--- src/rtl/mul_seq_pkg.sv ---
`default_nettype none
// ============================================================================
//  Module   : mul_seq_pkg
//  Purpose  : Shared CPU/ISA definitions used by the sequential multiplier:
//             data bus width, ALU operation codes and the 2-bit state
//             encodings of the multiply sequencer.
//  Revision : 1.0  initial release
// ============================================================================
package mul_seq_pkg;

    // Width of the word data bus (operands, ALU ports, result).
    localparam int WORD_DATA_W = 32;

    // Width of the ALU operation bus.
    localparam int ALU_OP_W = 4;

    // ALU operation codes understood by the shared ALU.
    localparam logic [ALU_OP_W-1:0] ALU_OP_NOP  = 4'd0;
    localparam logic [ALU_OP_W-1:0] ALU_OP_ADDU = 4'd2;
    localparam logic [ALU_OP_W-1:0] ALU_OP_SHLL = 4'd9;

    // Multiply sequencer state encodings (2 bits).
    localparam logic [1:0] MUL_STATE_IDLE      = 2'd0;
    localparam logic [1:0] MUL_STATE_RUN_ADD   = 2'd1;
    localparam logic [1:0] MUL_STATE_RUN_SHIFT = 2'd2;
    localparam logic [1:0] MUL_STATE_DONE      = 2'd3;

    typedef enum logic [1:0] {
        MUL_IDLE      = MUL_STATE_IDLE,
        MUL_RUN_ADD   = MUL_STATE_RUN_ADD,
        MUL_RUN_SHIFT = MUL_STATE_RUN_SHIFT,
        MUL_DONE      = MUL_STATE_DONE
    } mul_state_e;

    // Addend for one shift-add step: the shifted multiplicand when the
    // current multiplier bit is set, zero otherwise.
    function automatic logic [WORD_DATA_W-1:0] mul_addend(
        input logic                   bit_set,
        input logic [WORD_DATA_W-1:0] multiplicand
    );
        return bit_set ? multiplicand : '0;
    endfunction

endpackage : mul_seq_pkg
`default_nettype wire

--- src/rtl/mul_seq.sv ---
`default_nettype none
// ============================================================================
//  Module   : mul_seq
//  Purpose  : Shift-and-add 32x32 -> 32 (low word) unsigned multiplier that
//             borrows the CPU's shared ALU. Alternates an add phase and a
//             shift phase per multiplier bit and stops as soon as the
//             remaining multiplier is zero.
//  Revision : 1.0  initial release
// ============================================================================
module mul_seq
    import mul_seq_pkg::*;
(
    input  logic                   clk,
    input  logic                   rst,
    input  logic                   i_start,
    input  logic [WORD_DATA_W-1:0] i_multiplicand,
    input  logic [WORD_DATA_W-1:0] i_multiplier,
    input  logic [WORD_DATA_W-1:0] i_alu_out,
    output logic [WORD_DATA_W-1:0] o_alu_in0,
    output logic [WORD_DATA_W-1:0] o_alu_in1,
    output logic [ALU_OP_W-1:0]    o_alu_op,
    output logic                   o_alu_own,
    output logic                   o_busy,
    output logic                   o_done,
    output logic [WORD_DATA_W-1:0] o_result
);

    // Shift amount used in the shift phase (one bit per step).
    localparam logic [WORD_DATA_W-1:0] c_SHIFT_ONE = 32'd1;

    mul_state_e             r_state;
    mul_state_e             w_state_next;
    logic [WORD_DATA_W-1:0] r_a;       // multiplicand, shifted left each step
    logic [WORD_DATA_W-1:0] r_b;       // multiplier, shifted right each step
    logic [WORD_DATA_W-1:0] r_acc;     // running partial product
    logic [WORD_DATA_W-1:0] r_result;  // last completed product
    logic                   w_b_zero;

    assign w_b_zero = (r_b == '0);

    // State register; reset overrides everything, including a run in flight.
    always_ff @(posedge clk) begin
        if (rst) begin
            r_state <= MUL_IDLE;
        end else begin
            r_state <= w_state_next;
        end
    end

    // Operand, accumulator and result registers, advanced per phase.
    always_ff @(posedge clk) begin
        if (rst) begin
            r_a      <= '0;
            r_b      <= '0;
            r_acc    <= '0;
            r_result <= '0;
        end else begin
            case (r_state)
                MUL_IDLE, MUL_DONE: begin
                    // Start is only honoured here; while running it is ignored.
                    if (i_start) begin
                        r_a   <= i_multiplicand;
                        r_b   <= i_multiplier;
                        r_acc <= '0;
                    end
                end
                MUL_RUN_ADD: begin
                    // Result only moves on the way into DONE.
                    if (w_b_zero) begin
                        r_result <= r_acc;
                    end else begin
                        r_acc <= i_alu_out;
                    end
                end
                MUL_RUN_SHIFT: begin
                    r_a <= i_alu_out;
                    r_b <= r_b >> 1;
                end
                default: begin
                    r_a <= r_a;
                end
            endcase
        end
    end

    // Next-state decode and ALU request / status outputs.
    always_comb begin
        w_state_next = r_state;
        o_alu_op     = ALU_OP_NOP;
        o_alu_in0    = '0;
        o_alu_in1    = '0;
        o_busy       = 1'b0;
        o_done       = 1'b0;

        case (r_state)
            MUL_IDLE: begin
                if (i_start) begin
                    w_state_next = MUL_RUN_ADD;
                end
            end
            MUL_RUN_ADD: begin
                o_busy    = 1'b1;
                o_alu_op  = ALU_OP_ADDU;
                o_alu_in0 = r_acc;
                if (w_b_zero) begin
                    // Nothing left to add; the ALU result is not used.
                    o_alu_in1    = '0;
                    w_state_next = MUL_DONE;
                end else begin
                    o_alu_in1    = mul_addend(r_b[0], r_a);
                    w_state_next = MUL_RUN_SHIFT;
                end
            end
            MUL_RUN_SHIFT: begin
                o_busy       = 1'b1;
                o_alu_op     = ALU_OP_SHLL;
                o_alu_in0    = r_a;
                o_alu_in1    = c_SHIFT_ONE;
                w_state_next = MUL_RUN_ADD;
            end
            MUL_DONE: begin
                o_done = 1'b1;
                // A Start in the DONE cycle chains straight into a new run.
                w_state_next = i_start ? MUL_RUN_ADD : MUL_IDLE;
            end
            default: begin
                w_state_next = MUL_IDLE;
            end
        endcase
    end

    assign o_alu_own = o_busy;
    assign o_result  = r_result;

endmodule : mul_seq
`default_nettype wire

--- config.mk ---
export PLATFORM = sky130hd
export DESIGN_NAME = mul_seq
export DESIGN_NICKNAME = d
export VERILOG_FILES = /design/src/rtl/mul_seq_pkg.sv /design/src/rtl/mul_seq.sv
export SDC_FILE = /design/constraint.sdc
export NUM_CORES = 1
export LEC_CHECK = 0
export BUFFER_PORTS_ARGS = -buffer_cell sky130_fd_sc_hd__clkbuf_2
export CAP_MARGIN = 25
export CORE_UTILIZATION = 35
export DETAILED_ROUTE_END_ITERATION = 8
export HOLD_SLACK_MARGIN = 0.02
export PLACE_DENSITY = 0.63
export SYNTH_ARGS = -nofsm -noshare
export SYNTH_HDL_FRONTEND = slang
export SYNTH_SLANG_ARGS = --single-unit
--- constraint.sdc ---
create_clock -name clk -period 2.2 [get_ports clk]
set_clock_uncertainty 0.2 [all_clocks]
set_input_delay 0.22 -clock clk [delete_from_list [all_inputs] [get_ports clk]]
set_output_delay 0.22 -clock clk [all_outputs]
set_load 0.005 [all_outputs]
==> flow_summary.toml, run 1 <==
[sta]
setup_tns_ps = -11.4
fmax_ghz = 0.453
min_period_ps = 2210
post-route-period-util = 1.00
max-slew-margin-rel = 0.635
setup_viol = 5
whs_ps = 18.2
finalHoldViolCount = 0
rsz0062_at_grt = "true"
setup_ws_ps = -5.68
worst_slew_pin_slew_ps = 543
finalMaxSlewViolations = 0

[detailed_routing]
viasPerCell = 4.96
num_vias = 5948
drc = 0
postRouteAntennaNets = 0
wire_per_inst_um = 16.1
routed_wl_mm = 19.4
drt_iter0_drc = 257
first_pass_iters = 4

[synthesis]
synth_cells = 677
synth.area.top_cells = "dfxtp_1 41%, mux2i_1 20%, a211oi_1 7.4%, nand2b_1 6.5%, nor2_1 3.9%"
synth_area_leader_cell = "dfxtp_1"
avgSynthCellArea_um2 = 9.40
ys_seq_elements = 130
yosysTopAreaCellShare = 0.409
ys_types = 33
mappedNetlistArea_um2 = 6360
ys_seq_area_frac = 0.409
synth-warning-count = 0
syn-num-nets = 781

[finish]
nets = 1065
fin_area_um2 = 9600
layout-drive-gt1-share = 0.304
layout_common_cells = "179 x clkbuf_2, 128 x mux2i_1, 128 x dfxtp_1, 96 x dlygate4sd3_1"
area_growth_pct = 50.8
num_antenna_cells = 0
layout_commonest_cell = "clkbuf_2"

[placed_design]
routabilityCongestion = 0.758
placed_cell_area_um2 = 7690
dp_hpwl_mm = 11.8
port-buffer-count = 200

[grt]
top_usage_layer = "met2"
use_met1 = 0.246
grt_max_degree = 53
antenna_found_initial = 0
globalRouteMet3Util = 0.0533
grt_usage = 0.202
grt_use_met2 = 0.344
grt_pass1_wl_mm = 29.1
grt_pass1_vias = 5808
overflow = 0

[critical_path]
worstSetupPathType = "reg -> out"
reg2reg_depth = 5
path_delay_family = "simple AND/OR/NAND/NOR gates"
cp_max_fo = 9
cp_slowest_cell = "dfxtp_2"
worstReg2RegStart = "r_b[27]$_SDFFE_PP0P_"
endpoint = "o_alu_in1[5]"
r2r_setup_slack_ps = 70
critPathCaptureType = "output pin"
crit-reg2reg-capture = "r_acc[15]$_SDFFE_PP0P_"
path_buf_inv = 3
cp.arrival_ps = 1790
path_depth = 6
crit_chain = "inv_2 -> ha_4 -> and3_4 -> buf_6 -> and2_1 -> clkbuf_2"
crit_path_start = "r_state[1]$_SDFFE_PP0P_"
crit_path_start_kind = "flop"
cp.required_ps = 1780
max_stage_delay_ps = 330

[power_and_ir_drop]
power.leakage_uw = 0.00416
power_density_nw_per_um2 = 807
ir_worst_vdd_v = 0.000517

[clocking]
cts_buffer_depth = 2
cts_tree = "built"
cts_buffers = 17
clkSlewWorstSetupHoldPaths_ps = 60
worstSkewPairLatency_ps = 410
clock-root-buffer = "clkbuf_16"
cts.sink_count = 130
cts_max_level = 4

[outcome]
failed_checks = "negative setup slack"
status = "complete, but fails checks"

[flow_run]
cap_violations = 0

[worst_hold_path]
min_path_type = "in -> reg"

[floorplanning]
fp.dieH_um = 137
num_rows = 48
die_w_um = 137
ios = 202
initial_core_util = 0.363
die_area_um2 = 18700
coreArea_um2 = 17500
## logic make-up after synthesis
logic type | after synthesis | synth area share
buffers and inverters | 66 | 0.0529
AO/OA/AOI/OAI | 102 | 0.120
flip-flops | 130 | 0.409
adder cells (fa/ha/maj) | 5 | 0.00983
multiplexers | 128 | 0.201
AND/OR/NAND/NOR | 245 | 0.207
other | 1 | 0.000589
## synth_stat cells
master	n
a211oi_1	63
a21boi_0	1
a21oi_1	1
a22oi_1	32
a31o_1	1
a31oi_1	3
and2_1	31
and3_1	1
and3_2	1
and4_2	1
buf_1	5
buf_12	3
buf_2	5
buf_4	7
buf_6	1
clkbuf_1	43
conb_1	1
dfxtp_1	130
ha_1	5
inv_1	2
mux2i_1	128
nand2_1	34
nand2b_1	66
nand3_4	1
nor2_1	66
nor2b_1	34
nor3_1	1
nor3_4	1
nor3b_1	1
nor4_1	5
nor4b_1	1
o21bai_1	1
or4_4	1
## flip-flops by register name (all words and copies together), names as in the netlist
| name | cells |
|---|---|
| r_a | 32 |
| r_state | 2 |
| r_acc | 32 |
| r_b | 32 |
| o_result | 32 |
## power by group
part / switching [uW] / total [uW] / internal [uW]
sequential: 197 / 2810 / 2620
combinational: 922 / 1850 / 923
clock: 1040 / 3090 / 2050
## per-stage QoR
| stage | setup WS (ps) | std cells | power (uW) | util |
|---|---|---|---|---|
| 2_1_floorplan | 45.2 | 677 | 3920 | - |
| 3_3_place_gp | 58.9 | 1065 | 4430 | 0.438 |
| 3_5_place_dp | 8.79 | 1065 | 4450 | 0.438 |
| 4_1_cts | -26.2 | 1196 | 7730 | 0.537 |
| 5_1_grt | -92.5 | 1199 | 8090 | 0.547 |
| 6_report | -5.68 | 1199 | 7750 | 0.547 |
## layer usage
layer | vias to the layer above | share of wire
met2 | 187 | 0.49
li1 | 2948 | -
met3 | 28 | 0.054
met5 | - | 0
met4 | 0 | 0.018
met1 | 2785 | 0.44
## area by class of cell
| cell class | count | area [um2] |
|---|---|---|
| clock buffers | 24 | 502 |
| clock inverters | 8 | 148 |
| well taps | 225 | 282 |
| repair buffers | 329 | 2520 |
| multi-input cells | 481 | 3530 |
| fillers | 1551 | 7940 |
| inverters | 2 | 10.0 |
| flip-flops and latches | 130 | 2610 |
## how the worst min path moves through the flow
stage	slack [ps]	cells past startpoint	from	end
floorplan	160	2	i_alu_out[0]	r_acc[0]$_SDFFE_PP0P_
global placement	260	2	o_result[6]$_SDFFE_PP0P_	o_result[6]$_SDFFE_PP0P_
detailed placement	270	2	o_result[15]$_SDFFE_PP0P_	o_result[15]$_SDFFE_PP0P_
CTS	30	3	i_multiplicand[20]	r_a[20]$_SDFFE_PP0P_
global route	40	3	i_multiplicand[20]	r_a[20]$_SDFFE_PP0P_
finish	20	3	i_multiplicand[20]	r_a[20]$_SDFFE_PP0P_
## what timing repair did
item | CTS | global route
pin swaps | 2 | 6
gates cloned | 2 | 2
endpoints found under the setup margin | 83 | 57
resized for setup | 25 | 39
hold endpoints to repair | 95 | 1
hold buffers | 95 | 1
buffers inserted | 2 | 0
## worst reg2reg max path, delay by kind of cell, from the launching register on
family          cells  cell delay [ps]
flops               1              320
buf+inv             1              200
compound gates      1              230
mux                 1              200
simple gates        2              900
Power figures use the tool's default switching activity.
==> run 2, diff against run 1 <==
--- a/config.mk
+++ b/config.mk
@@ -9,6 +9,6 @@
 export CAP_MARGIN = 25
-export CORE_UTILIZATION = 35
+export CORE_UTILIZATION = 46
 export DETAILED_ROUTE_END_ITERATION = 8
 export HOLD_SLACK_MARGIN = 0.02
-export PLACE_DENSITY = 0.63
+export PLACE_DENSITY = 0.78
 export SYNTH_ARGS = -nofsm -noshare
==> constraint.sdc (replaced) <==
create_clock -name clk -period 2.2 [get_ports clk]
set_clock_uncertainty 0.2 [all_clocks]
set_input_delay 0.33 -clock clk [delete_from_list [all_inputs] [get_ports clk]]
set_output_delay 0.33 -clock clk [all_outputs]
set_load 0.005 [all_outputs]
==> flow_summary.toml, run 2 (same netlist as run 1, synthesis figures left out) <==
[detailed_routing]
viasPerCell = 5.28
routed_wl_mm = 18.7
postRouteAntennaNets = 0
wire_per_inst_um = 17.0
drt_iter0_drc = 321
num_vias = 5805
first_pass_iters = 5
drc = 0

[critical_path]
cp.required_ps = 1670
reg2reg_depth = 8
cp.arrival_ps = 1800
max_stage_delay_ps = 340
cp_max_fo = 11
r2r_setup_slack_ps = -20
worstSetupPathType = "reg -> out"
cp_slowest_cell = "dfxtp_2"
crit-reg2reg-capture = "r_acc[5]$_SDFFE_PP0P_"
critPathCaptureType = "output pin"
crit_path_start_kind = "flop"
crit_chain = "inv_2 -> ha_4 -> and3_4 -> buf_8 -> and2_4 -> buf_6"
worstReg2RegStart = "r_state[1]$_SDFFE_PP0P_"

[placed_design]
dp_hpwl_mm = 11.2
placed_cell_area_um2 = 7610
routabilityCongestion = 0.747
port-buffer-count = 200
place_ws_ps = -23.0

[finish]
layout_commonest_cell = "clkbuf_2"
area_growth_pct = 43.1
fin_area_um2 = 9100
nets = 1018
num_antenna_cells = 0
fill_cells = 1017
layout-drive-gt1-share = 0.339
layout_common_cells = "190 x clkbuf_2, 128 x mux2i_1, 128 x dfxtp_1, 66 x nor2_1, 65 x nand2b_1"

[floorplanning]
ios = 202
num_rows = 42
die_area_um2 = 14300
die_w_um = 120
initial_core_util = 0.477
fp.dieH_um = 120
coreArea_um2 = 13300

[clocking]
clock-root-buffer = "clkbuf_16"
cts.sink_count = 130
cts_buffers = 17
cts_max_level = 4
cts_buffer_depth = 2
clkSlewWorstSetupHoldPaths_ps = 50
worstSkewPairLatency_ps = 420
cts_tree = "built"

[worst_hold_path]
hold_depth = 3
min_path_type = "in -> reg"
min-delay-start = "i_multiplier[11]"
min_to = "r_b[11]$_SDFFE_PP0P_"

[flow_run]
cap_violations = 0

[grt]
grt_pass1_vias = 5631
grt_pass1_wl_mm = 28.7
antenna_found_initial = 0
overflow = 0
grt_usage = 0.259
grt_max_degree = 59

[sta]
setup_viol = 70
finalHoldViolCount = 0
finalMaxSlewViolations = 0
setup_ws_ps = -131
post-route-period-util = 1.06
whs_ps = 25.5
fmax_ghz = 0.429
rsz0062_at_grt = "true"
min_period_ps = 2330

[power_and_ir_drop]
ir_worst_vdd_v = 0.000607
power.leakage_uw = 0.00398
power_density_nw_per_um2 = 827

[outcome]
status = "complete, but fails checks"
failed_checks = "negative setup slack"
## run 2: routing by layer
metal	global-route usage	vias to the layer above	share of wire
met2	0.450	193	0.51
met1	0.300	2725	0.41
met3	0.0684	35	0.051
met4	0.108	0	0.027
li1	-	2852	-
met5	0	-	0
## run 2: cell type report
| class | instances | area, um2 | area share |
|---|---|---|---|
| clock inverter | 4 | 72.6 | 0.00797 |
| inverter | 2 | 10.0 | 0.00110 |
| sequential | 130 | 2610 | 0.286 |
| multi-input combinational | 481 | 3570 | 0.392 |
| clock buffer | 25 | 515 | 0.0566 |
| tap | 176 | 220 | 0.0242 |
| timing repair buffer | 282 | 2110 | 0.232 |
## run 2: timing repair
item                                    CTS  global route
gates cloned                              5             3
endpoints found under the setup margin   96           101
gates resized for setup                  37            24
endpoints found under the hold margin    41             0
pin swaps                                 0             1
setup buffers                             5             4
hold buffers                             41             0
## run 2: worst max-delay path by stage
stage                                 start                      to  slack [ps]  depth (start not counted)
floorplan           r_state[0]$_SDFFE_PP0P_  r_acc[10]$_SDFFE_PP0P_          50                          9
CTS                 r_state[0]$_SDFFE_PP0P_           o_alu_in1[13]        -120                          6
global route        r_state[0]$_SDFFE_PP0P_            o_alu_in1[1]        -180                          6
finish              r_state[1]$_SDFFE_PP0P_            o_alu_in1[2]        -130                          6
global placement    r_state[0]$_SDFFE_PP0P_  r_acc[24]$_SDFFE_PP0P_         120                          7
detailed placement  r_state[0]$_SDFFE_PP0P_   r_acc[6]$_SDFFE_PP0P_         -20                          7
## run 2: power breakdown
part           internal [uW]  switching [uW]
combinational            952             939
clock                   1830             980
sequential              2620             214
## run 2: metrics by stage
stage	std cells	power, uW	util	setup TNS [ps]
after global placement	1013	4380	0.570	0
after global routing	1100	7850	0.682	-13770
final	1100	7530	0.682	-5180
after floorplan	677	3920	-	0
after detailed placement	1013	4420	0.570	-135
after CTS	1093	7450	0.666	-3460
## run 2: critical path: cells and delay by family (launching register included)
kind / cells / cell delay [ps]
adders and majority gates: 1 / 270
buffers and inverters: 3 / 320
DFF: 1 / 340
and+or+nand+nor: 2 / 450
==> run 3, diff against run 2 <==
Settings changed: ABC_AREA from default to 1.
==> flow_summary.toml, run 3 <==
[detailed_routing]
wire_per_inst_um = 17.5
viasPerCell = 5.59
first_pass_iters = 7
num_vias = 7974
postRouteAntennaNets = 0
routed_wl_mm = 24.9
drt_iter0_drc = 773
drc = 0

[synthesis]
avgSynthCellArea_um2 = 6.69
synthTopCellsByCount = "269 x nand2_1, 152 x nor2_1, 130 x dfxtp_1, 96 x o21ai_0, 63 x a31oi_1"
synth-warning-count = 0
synth.area.top_cells = "dfxtp_1 41%, nand2_1 16%, nor2_1 9.0%, o21ai_0 7.6%, a31oi_1 6.3%"
yosysTopAreaCellShare = 0.413
ys_seq_elements = 130
ys_seq_area_frac = 0.413
mappedNetlistArea_um2 = 6310
syn-num-nets = 1047
yosysMostFrequentCell = "nand2_1"
synthArstFlopShare = 0
synth_area_leader_cell = "dfxtp_1"
synth_cells = 943
ys_types = 20
synth_edf_count = 0
synth_top_flop_cell = "dfxtp_1"

[floorplanning]
ios = 202
coreArea_um2 = 13300
die_w_um = 119
initial_core_util = 0.474
fp.dieH_um = 119
num_rows = 42
die_area_um2 = 14200

[sta]
setup_ws_ps = -132
post-route-period-util = 1.06
rsz0062_at_grt = "true"
fmax_ghz = 0.429
finalHoldViolCount = 0
setup_viol = 53
min_period_ps = 2330
finalMaxSlewViolations = 0
setup_tns_ps = -2840

[critical_path]
path_buf_inv = 3
cp_slowest_cell = "dfxtp_4"
cp.required_ps = 1670
crit_path_start_kind = "flop"
worstSetupPathType = "reg -> out"
path_delay_family = "buffers and inverters"
crit_chain = "inv_4 -> ha_4 -> nand3_4 -> clkbuf_16 -> nor2_1 -> buf_2"
cp.arrival_ps = 1800
max_stage_delay_ps = 370
cp_max_fo = 6
critPathCaptureType = "output pin"

[placed_design]
dp.cells = 1260
port-buffer-count = 200
placed_cell_area_um2 = 7520
dp_hpwl_mm = 13.5
place_ws_ps = 98.2
routabilityCongestion = 0.921

[finish]
layout_common_cells = "253 x nand2_1, 158 x clkbuf_2, 128 x dfxtp_1, 124 x nor2_1"
nets = 1342
finalNonFillerCells = 1427
layout-drive-gt1-share = 0.323
fin_area_um2 = 10100
layout_commonest_cell = "nand2_1"
area_growth_pct = 59.9
final_util = 0.758

[clocking]
clock-root-buffer = "clkbuf_16"
cts_tree = "built"
cts_buffer_depth = 2
worstSkewPairLatency_ps = 420
clkSlewWorstSetupHoldPaths_ps = 50
cts_buffers = 17
cts.sink_count = 130
cts_max_level = 4

[grt]
grt_max_degree = 88
grt_pass1_wl_mm = 35.3
antenna_found_initial = 1
overflow = 0
grt_pass1_vias = 6913
grt_usage = 0.316

[power_and_ir_drop]
power.leakage_uw = 0.00443
ir_worst_vdd_v = 0.000660
power_density_nw_per_um2 = 914

[worst_hold_path]
min_path_type = "in -> reg"

[outcome]
status = "complete, but fails checks"
failed_checks = "negative setup slack"

[flow_run]
cap_violations = 0
-- run 3: cells by family after synthesis --
kind of cell	Yosys count	share of synthesized area
and+or+nand+nor	459	0.282
AOI/OAI and AO/OA	228	0.211
DFF	130	0.413
buffers and inverters	120	0.0837
adders and majority gates	5	0.00992
other	1	0.000595
-- run 3: stage by stage --
stage,power (uW),hold WS (ps)
2_1_floorplan,4730,199
3_3_place_gp,5440,262
4_1_cts,8650,43.4
3_5_place_dp,5490,273
6_report,9210,88.5
5_1_grt,9630,84.1
-- run 3: timing repair --
action                                 CTS  global route
setup endpoints to repair               64            79
gates resized for setup                 55           118
endpoints found under the hold margin   64             0
pin swaps                                4            23
hold buffers                            96             0
cloned                                   5            10
setup buffers                            9            15
-- run 3: layer usage --
metal,vias up,GRT usage,share of wire
li1,3690,-,-
met1,3614,0.412,0.39
met2,542,0.497,0.47
met3,128,0.0613,0.086
met4,0,0.160,0.052
met5,-,0,0
-- run 3: worst min-delay path, delay by kind of cell --
| family | cells | cell delay [ps] |
|---|---|---|
| buffers and inverters | 1 | 130 |
| and+or+nand+nor | 1 | 110 |
| AOI/OAI and AO/OA | 1 | 80 |
-- run 3: path summary, 6_finish.rpt --
check                             from                         to  slack (ps)  depth (start not counted)
max            r_state[1]$_SDFFE_PP0P_              o_alu_in1[20]        -130                          6
min                       i_alu_out[2]        r_a[2]$_SDFFE_PP0P_          90                          3
max reg2reg    r_state[0]$_SDFFE_PP0P_     r_acc[27]$_SDFFE_PP0P_          60                         10
min reg2reg  o_result[11]$_SDFFE_PP0P_  o_result[11]$_SDFFE_PP0P_         280                          2
-- run 3: layout make-up --
cell class	instances	area, um2
tap	176	220
clock buffer	26	499
clock inverter	5	75.1
inverter	38	148
multi-input combinational	694	3590
antenna	1	2.50
timing repair buffer	357	2940
sequential	130	2610
fill	882	3210
-- run 3: power by group --
group | switching, uW | internal (uW) | total (uW)
Combinational | 1770 | 1430 | 3200
Clock | 1000 | 1780 | 2780
Sequential | 426 | 2800 | 3230
Total | 3200 | 6010 | 9210
